### config.mk
export PLATFORM = sky130hd
export DESIGN_NAME = uart_cmd_responder
export DESIGN_NICKNAME = d
export VERILOG_FILES = /design/src/rtl/uart_cmd_responder.sv
export SDC_FILE = /design/constraint.sdc
export NUM_CORES = 1
export LEC_CHECK = 0
export CELL_PAD_IN_SITES_DETAIL_PLACEMENT = 1
export CELL_PAD_IN_SITES_GLOBAL_PLACEMENT = 2
export CORE_UTILIZATION = 47
export CTS_CLUSTER_SIZE = 28
export DETAILED_ROUTE_END_ITERATION = 10
export PLACE_DENSITY = 0.92
export SLEW_MARGIN = 20
export SYNTH_ARGS = -nofsm -noshare
export SYNTH_HDL_FRONTEND = slang
export SYNTH_SLANG_ARGS = --single-unit
### constraint.sdc
create_clock -name clk -period 7.4 [get_ports clk]
set_clock_uncertainty 0.2 [all_clocks]
set_input_delay 1.11 -clock clk [delete_from_list [all_inputs] [get_ports clk]]
set_output_delay 1.11 -clock clk [all_outputs]
set_load 0.005 [all_outputs]
### src/rtl/uart_cmd_responder.sv
// uart_cmd_responder: framed command responder on the parallel side of a UART.
// Hunts for a request frame (A5, LEN, payload, CSUM), checks the length and
// the XOR checksum, then echoes the frame (5A, LEN, payload, CSUM) or sends a
// two-byte NAK (EE, code) through the transmitter handshake.
//
// Ports:
//   clk, reset    system clock, synchronous active-low reset
//   rx_done_tick  received-byte strobe, r_data valid in the same cycle
//   r_data        received byte
//   tx_done_tick  transmitter finished the current byte
//   tx_start      one-cycle request to transmit w_data
//   w_data        byte to transmit, held until the matching tx_done_tick
//   busy          high from accepted header byte until the response completes
//   frame_ok      pulse when a valid frame is accepted
//   frame_err     pulse on length error, checksum error or inter-byte timeout
//
// Optional feature: define UART_RESP_TIMEOUT_EN to abort a partial frame after
// TIMEOUT idle cycles; without it TIMEOUT is unused and partial frames wait.
module uart_cmd_responder #(
  parameter int unsigned MAX_LEN = 16,
  parameter int unsigned TIMEOUT = 500000
) (
  input  logic       clk,
  input  logic       reset,
  input  logic       rx_done_tick,
  input  logic [7:0] r_data,
  input  logic       tx_done_tick,
  output logic       tx_start,
  output logic [7:0] w_data,
  output logic       busy,
  output logic       frame_ok,
  output logic       frame_err
);

  localparam int unsigned IDX_W = (MAX_LEN > 1) ? $clog2(MAX_LEN) : 1;
  localparam logic [7:0] SOF_REQ  = 8'hA5;
  localparam logic [7:0] SOF_RSP  = 8'h5A;
  localparam logic [7:0] SOF_NAK  = 8'hEE;
  localparam logic [7:0] NAK_CSUM = 8'h01;
  localparam logic [7:0] NAK_LEN  = 8'h02;

  if (MAX_LEN < 1 || MAX_LEN > 255 || TIMEOUT < 1) begin : g_param_check
    $error("uart_cmd_responder: MAX_LEN must be 1..255 and TIMEOUT at least 1");
  end

  // The first response byte is launched on the same edge that accepts the
  // final request byte, so the response and NAK phases share one wait state.
  typedef enum logic [2:0] {
    S_HUNT,
    S_LEN,
    S_DATA,
    S_CSUM,
    S_TXWAIT
  } state_t;

  state_t           state;
  logic [7:0]       len;
  logic [7:0]       xsum;
  logic [IDX_W-1:0] idx;
  logic [8:0]       tx_cnt;
  logic             nak;
  logic [7:0]       nak_code;
  logic [7:0]       payload [MAX_LEN];

  logic       to_hit_c;
  logic [8:0] tx_next_c;
  logic       tx_last_c;
  logic [7:0] next_byte_c;

`ifdef UART_RESP_TIMEOUT_EN
  localparam int unsigned TO_W = $clog2(TIMEOUT + 1);
  logic [TO_W-1:0] to_cnt;
  logic            rx_phase_c;

  // Inter-byte idle counter, only running while a frame is partially received.
  assign rx_phase_c = (state == S_LEN) || (state == S_DATA) || (state == S_CSUM);
  assign to_hit_c   = rx_phase_c && !rx_done_tick && (to_cnt == TO_W'(TIMEOUT - 1));

  always_ff @(posedge clk) begin
    if (!reset || rx_done_tick || !rx_phase_c || to_hit_c) begin
      to_cnt <= '0;
    end else begin
      to_cnt <= to_cnt + TO_W'(1);
    end
  end
`else
  assign to_hit_c = 1'b0;
`endif

  // Byte that follows the one currently on w_data (index tx_cnt).
  always_comb begin
    tx_next_c   = tx_cnt + 9'd1;
    tx_last_c   = nak ? (tx_cnt == 9'd1) : (tx_cnt == (9'(len) + 9'd2));
    next_byte_c = xsum;
    if (nak) begin
      next_byte_c = nak_code;
    end else if (tx_next_c == 9'd1) begin
      next_byte_c = len;
    end else if (tx_next_c <= (9'(len) + 9'd1)) begin
      next_byte_c = payload[IDX_W'(tx_next_c - 9'd2)];
    end
  end

  // Payload buffer; contents are don't-care after reset.
  always_ff @(posedge clk) begin
    if (state == S_DATA && rx_done_tick) begin
      payload[idx] <= r_data;
    end
  end

  always_ff @(posedge clk) begin
    if (!reset) begin
      state     <= S_HUNT;
      tx_start  <= 1'b0;
      w_data    <= 8'h00;
      busy      <= 1'b0;
      frame_ok  <= 1'b0;
      frame_err <= 1'b0;
      len       <= 8'h00;
      xsum      <= 8'h00;
      idx       <= '0;
      tx_cnt    <= 9'd0;
      nak       <= 1'b0;
      nak_code  <= 8'h00;
    end else begin
      tx_start  <= 1'b0;
      frame_ok  <= 1'b0;
      frame_err <= 1'b0;
      if (to_hit_c) begin
        // Silent abort: no NAK is transmitted.
        state     <= S_HUNT;
        busy      <= 1'b0;
        frame_err <= 1'b1;
      end else begin
        case (state)
          S_HUNT: begin
            if (rx_done_tick && r_data == SOF_REQ) begin
              state <= S_LEN;
              busy  <= 1'b1;
            end
          end
          S_LEN: begin
            if (rx_done_tick) begin
              if (r_data == 8'h00 || 32'(r_data) > MAX_LEN) begin
                state     <= S_TXWAIT;
                nak       <= 1'b1;
                nak_code  <= NAK_LEN;
                tx_cnt    <= 9'd0;
                tx_start  <= 1'b1;
                w_data    <= SOF_NAK;
                frame_err <= 1'b1;
              end else begin
                state <= S_DATA;
                len   <= r_data;
                xsum  <= r_data;
                idx   <= '0;
              end
            end
          end
          S_DATA: begin
            if (rx_done_tick) begin
              xsum <= xsum ^ r_data;
              idx  <= idx + IDX_W'(1);
              if (8'(idx) == len - 8'd1) begin
                state <= S_CSUM;
              end
            end
          end
          S_CSUM: begin
            if (rx_done_tick) begin
              state    <= S_TXWAIT;
              tx_cnt   <= 9'd0;
              tx_start <= 1'b1;
              if (r_data == xsum) begin
                nak      <= 1'b0;
                w_data   <= SOF_RSP;
                frame_ok <= 1'b1;
              end else begin
                nak       <= 1'b1;
                nak_code  <= NAK_CSUM;
                w_data    <= SOF_NAK;
                frame_err <= 1'b1;
              end
            end
          end
          S_TXWAIT: begin
            // A done strobe coinciding with our own start pulse cannot
            // belong to the byte just requested.
            if (tx_done_tick && !tx_start) begin
              if (tx_last_c) begin
                state <= S_HUNT;
                busy  <= 1'b0;
              end else begin
                tx_cnt   <= tx_next_c;
                tx_start <= 1'b1;
                w_data   <= next_byte_c;
              end
            end
          end
          default: begin
            state <= S_HUNT;
            busy  <= 1'b0;
          end
        endcase
      end
    end
  end

endmodule

==> qor.csv <==
metric,value,unit
status,"finished, final reports clean",
sequential fraction of the synthesis area,56.54,%
crit end category,flop,
max_cap viols,0,
GRT Total Usage,26.12,%
worst vdd ir,151.3,uV
Post-synth EDFFs,128,
Post-Synth XOR/XNOR Area,3.682,%
CP required,7520,ps
Leak,0.003110,uW
highest clock rate,221.6,MHz
"count leader, synth",edfxtp_1,
first-pass GRT wire length,34.91,mm
Rows,48,
TNS Setup,0,ps
die area,18550,sq um
DIE WIDTH,136.2,um
Syn Nets,701,
Slew HR,28.31,%
Slew @ Worst Pin,1071,ps
largest area contributor in the netlist,edfxtp_1,
total power,2038,uW
Layout Nets,712,
"FF+latch count, synth",175,
clk_lat worst skew,430,ps
Clock Sinks,175,
routability cong.,0.8232,
HP Class,reg -> reg,
WL per Instance,24.58,um
RSZ-0062 raised after global routing,false,
PD cells,215.5,nW/um^2
Final Max Tran Viols,0,
crit path time final,4512,ps
H-tree lvl count,4,
DRC Markers,0,
crit path kind,in -> reg,
Worst-path clk slew,70,ps
First DRT Iteration DRCs,468,
vias in the first global route,5965,
Worst setup SP type,primary input,
final worst path period share,60.97,%
Port Buf Inserts,23,
commonest cells in the netlist,"edfxtp_1 (128), nand2_1 (57), dfxtp_1 (47)",
largest family of logic cells by synthesized area,simple AND/OR/NAND/NOR gates,
drt first pass iters,5,
FF-to-FF path depth,13,
final setup fails,0,
initial core utilization,48.58,%
Resized Gates After CTS,0,
antenna violations before repair,0,
finished layout cell area,9457,sq um
core box area,17420,sq um
hpwl dp,15.31,mm
Post-synth ARST share,0,%
Post-Synth Simple-Gate Area,11.74,%
Mean Syn Cell Area,12.65,sq um
synth warn,0,
final hold vios,0,
TritonCTS clock tree,done,
"Top FF cell, synth",edfxtp_1,
Unique masters post-synth,65,
share of layout cells above drive strength 1,14.14,%
"Max FO, Critical Path",22,
Synth Area in Adders,2.957,%
routed vias,5759,
WP data arrival,4630,ps
Ports,24,
CTS root buf,clkbuf_16,
Worst Hold Depth,2,
Post-Route WL,22.57,mm
grt ovf,0,
synthesis-to-layout area growth,11.76,%
cts hold-fix bufs,0,
Clock Path Buffers,2,
Inserted Clock Buffers,17,
via/cell ratio,6.273,
postcts setup bufs,0,
placed inst area,8857,sq um
multiplexer share of the synthesized area,11.25,%
Diodes inserted,0,
Post-Syn Area,8462,sq um
Die Y,136.2,um
"top cells by area, synth","edfxtp_1 (45%), dfxtp_1 (11%), mux4_2 (8.5%), ha_1 (3.0%), mux2i_1 (2.6%)",
Synth Area in Compound Gates,10.16,%
post-synth top area share,45.42,%
ANT nets after route,0,
largest net degree at the start of global routing,38,
Post-Synthesis Cells,669,
[cell usage in the layout, fill, tap and decap left out, types with 6 or more instances in the layout]
cell type / n
a211o_1: 8
a211oi_1: 8
a21oi_1: 27
a31oi_1: 8
and3_1: 7
buf_4: 16
clkbuf_16: 17
clkdlybuf4s50_1: 23
dfxtp_1: 46
edfxtp_1: 128
ha_1: 20
inv_1: 18
mux2i_1: 22
mux4_2: 32
nand2_1: 57
nand2b_1: 6
nand3_1: 22
nand4_1: 7
nor2_1: 37
nor2b_1: 14
nor3_1: 15
o211ai_1: 10
o21ai_0: 25
xnor2_1: 20
xor2_1: 13
[critical path: stages]
cell             delay [ps]
clkdlybuf4s50_1         820
nor4_1                  530
mux2i_1                 450
o21ai_0                 160
buf_4                   200
nand4b_1                120
a2bb2oi_2               580
o21ai_0                 330
o221a_2                 320
[path summary, 6_finish.rpt]
kind | from | endpoint | slack [ps]
setup reg to reg | tx_cnt[0]$_SDFFE_PN0P_ | w_data[0]$_SDFFE_PN0P_ | 3080
hold / removal | w_data[1]$_SDFFE_PN0P_ | w_data[1]$_SDFFE_PN0P_ | 280
setup / recovery | r_data[1] | w_data[2]$_SDFFE_PN0P_ | 2890
hold reg to reg | w_data[1]$_SDFFE_PN0P_ | w_data[1]$_SDFFE_PN0P_ | 280
[per-layer routing]
metal  up-vias  track usage, %  share of wire, %
li1       2567               -                 -
met2       193           43.06                50
met1      2967           34.93                42
met5         -               0                 0
met4         0           9.136               2.2
met3        32           4.251               5.3
[where the power goes]
group / internal [uW] / switching, uW
registers: 1050 / 5.22
logic: 32.8 / 51.2
clock network: 481 / 413
total: 1570 / 470
[state kept, by name, indices dropped and copies added, names as in the netlist]
register	count
busy	1
frame_err	1
frame_ok	1
idx	4
len	8
nak	1
nak_code	2
payload	128
state	3
tx_cnt	9
tx_start	1
w_data	8
xsum	8
[cells by family after synthesis]
| group | after synthesis |
|---|---|
| flops | 175 |
| compound gates | 122 |
| mux | 55 |
| buf+inv | 66 |
| fa+ha+maj | 20 |
| xor+xnor | 34 |
| simple gates | 197 |
[stage by stage]
| step | utilization, % | setup WS (ps) | hold WS [ps] | cells |
|---|---|---|---|---|
| 2_1_floorplan | - | 3812 | 246.2 | 669 |
| 3_3_place_gp | 50.83 | 2849 | 261.5 | 885 |
| 3_5_place_dp | 50.85 | 2541 | 269.9 | 885 |
| 4_1_cts | 54.27 | 2968 | 284.7 | 917 |
| 5_1_grt | 54.30 | 2732 | 320.2 | 918 |
| 6_report | 54.30 | 2888 | 283.3 | 918 |
[area by class of cell]
type                       instances  area [sq um]
clock inverter                    15         168.9
timing repair buffer              40         355.3
clock buffer                      17         425.4
multi-input combinational        428          3372
fill                            1765          7960
sequential                       175          4786
tap                              225         281.5
inverter                          18         67.56
No activity file was read; power rests on OpenSTA's default activity.
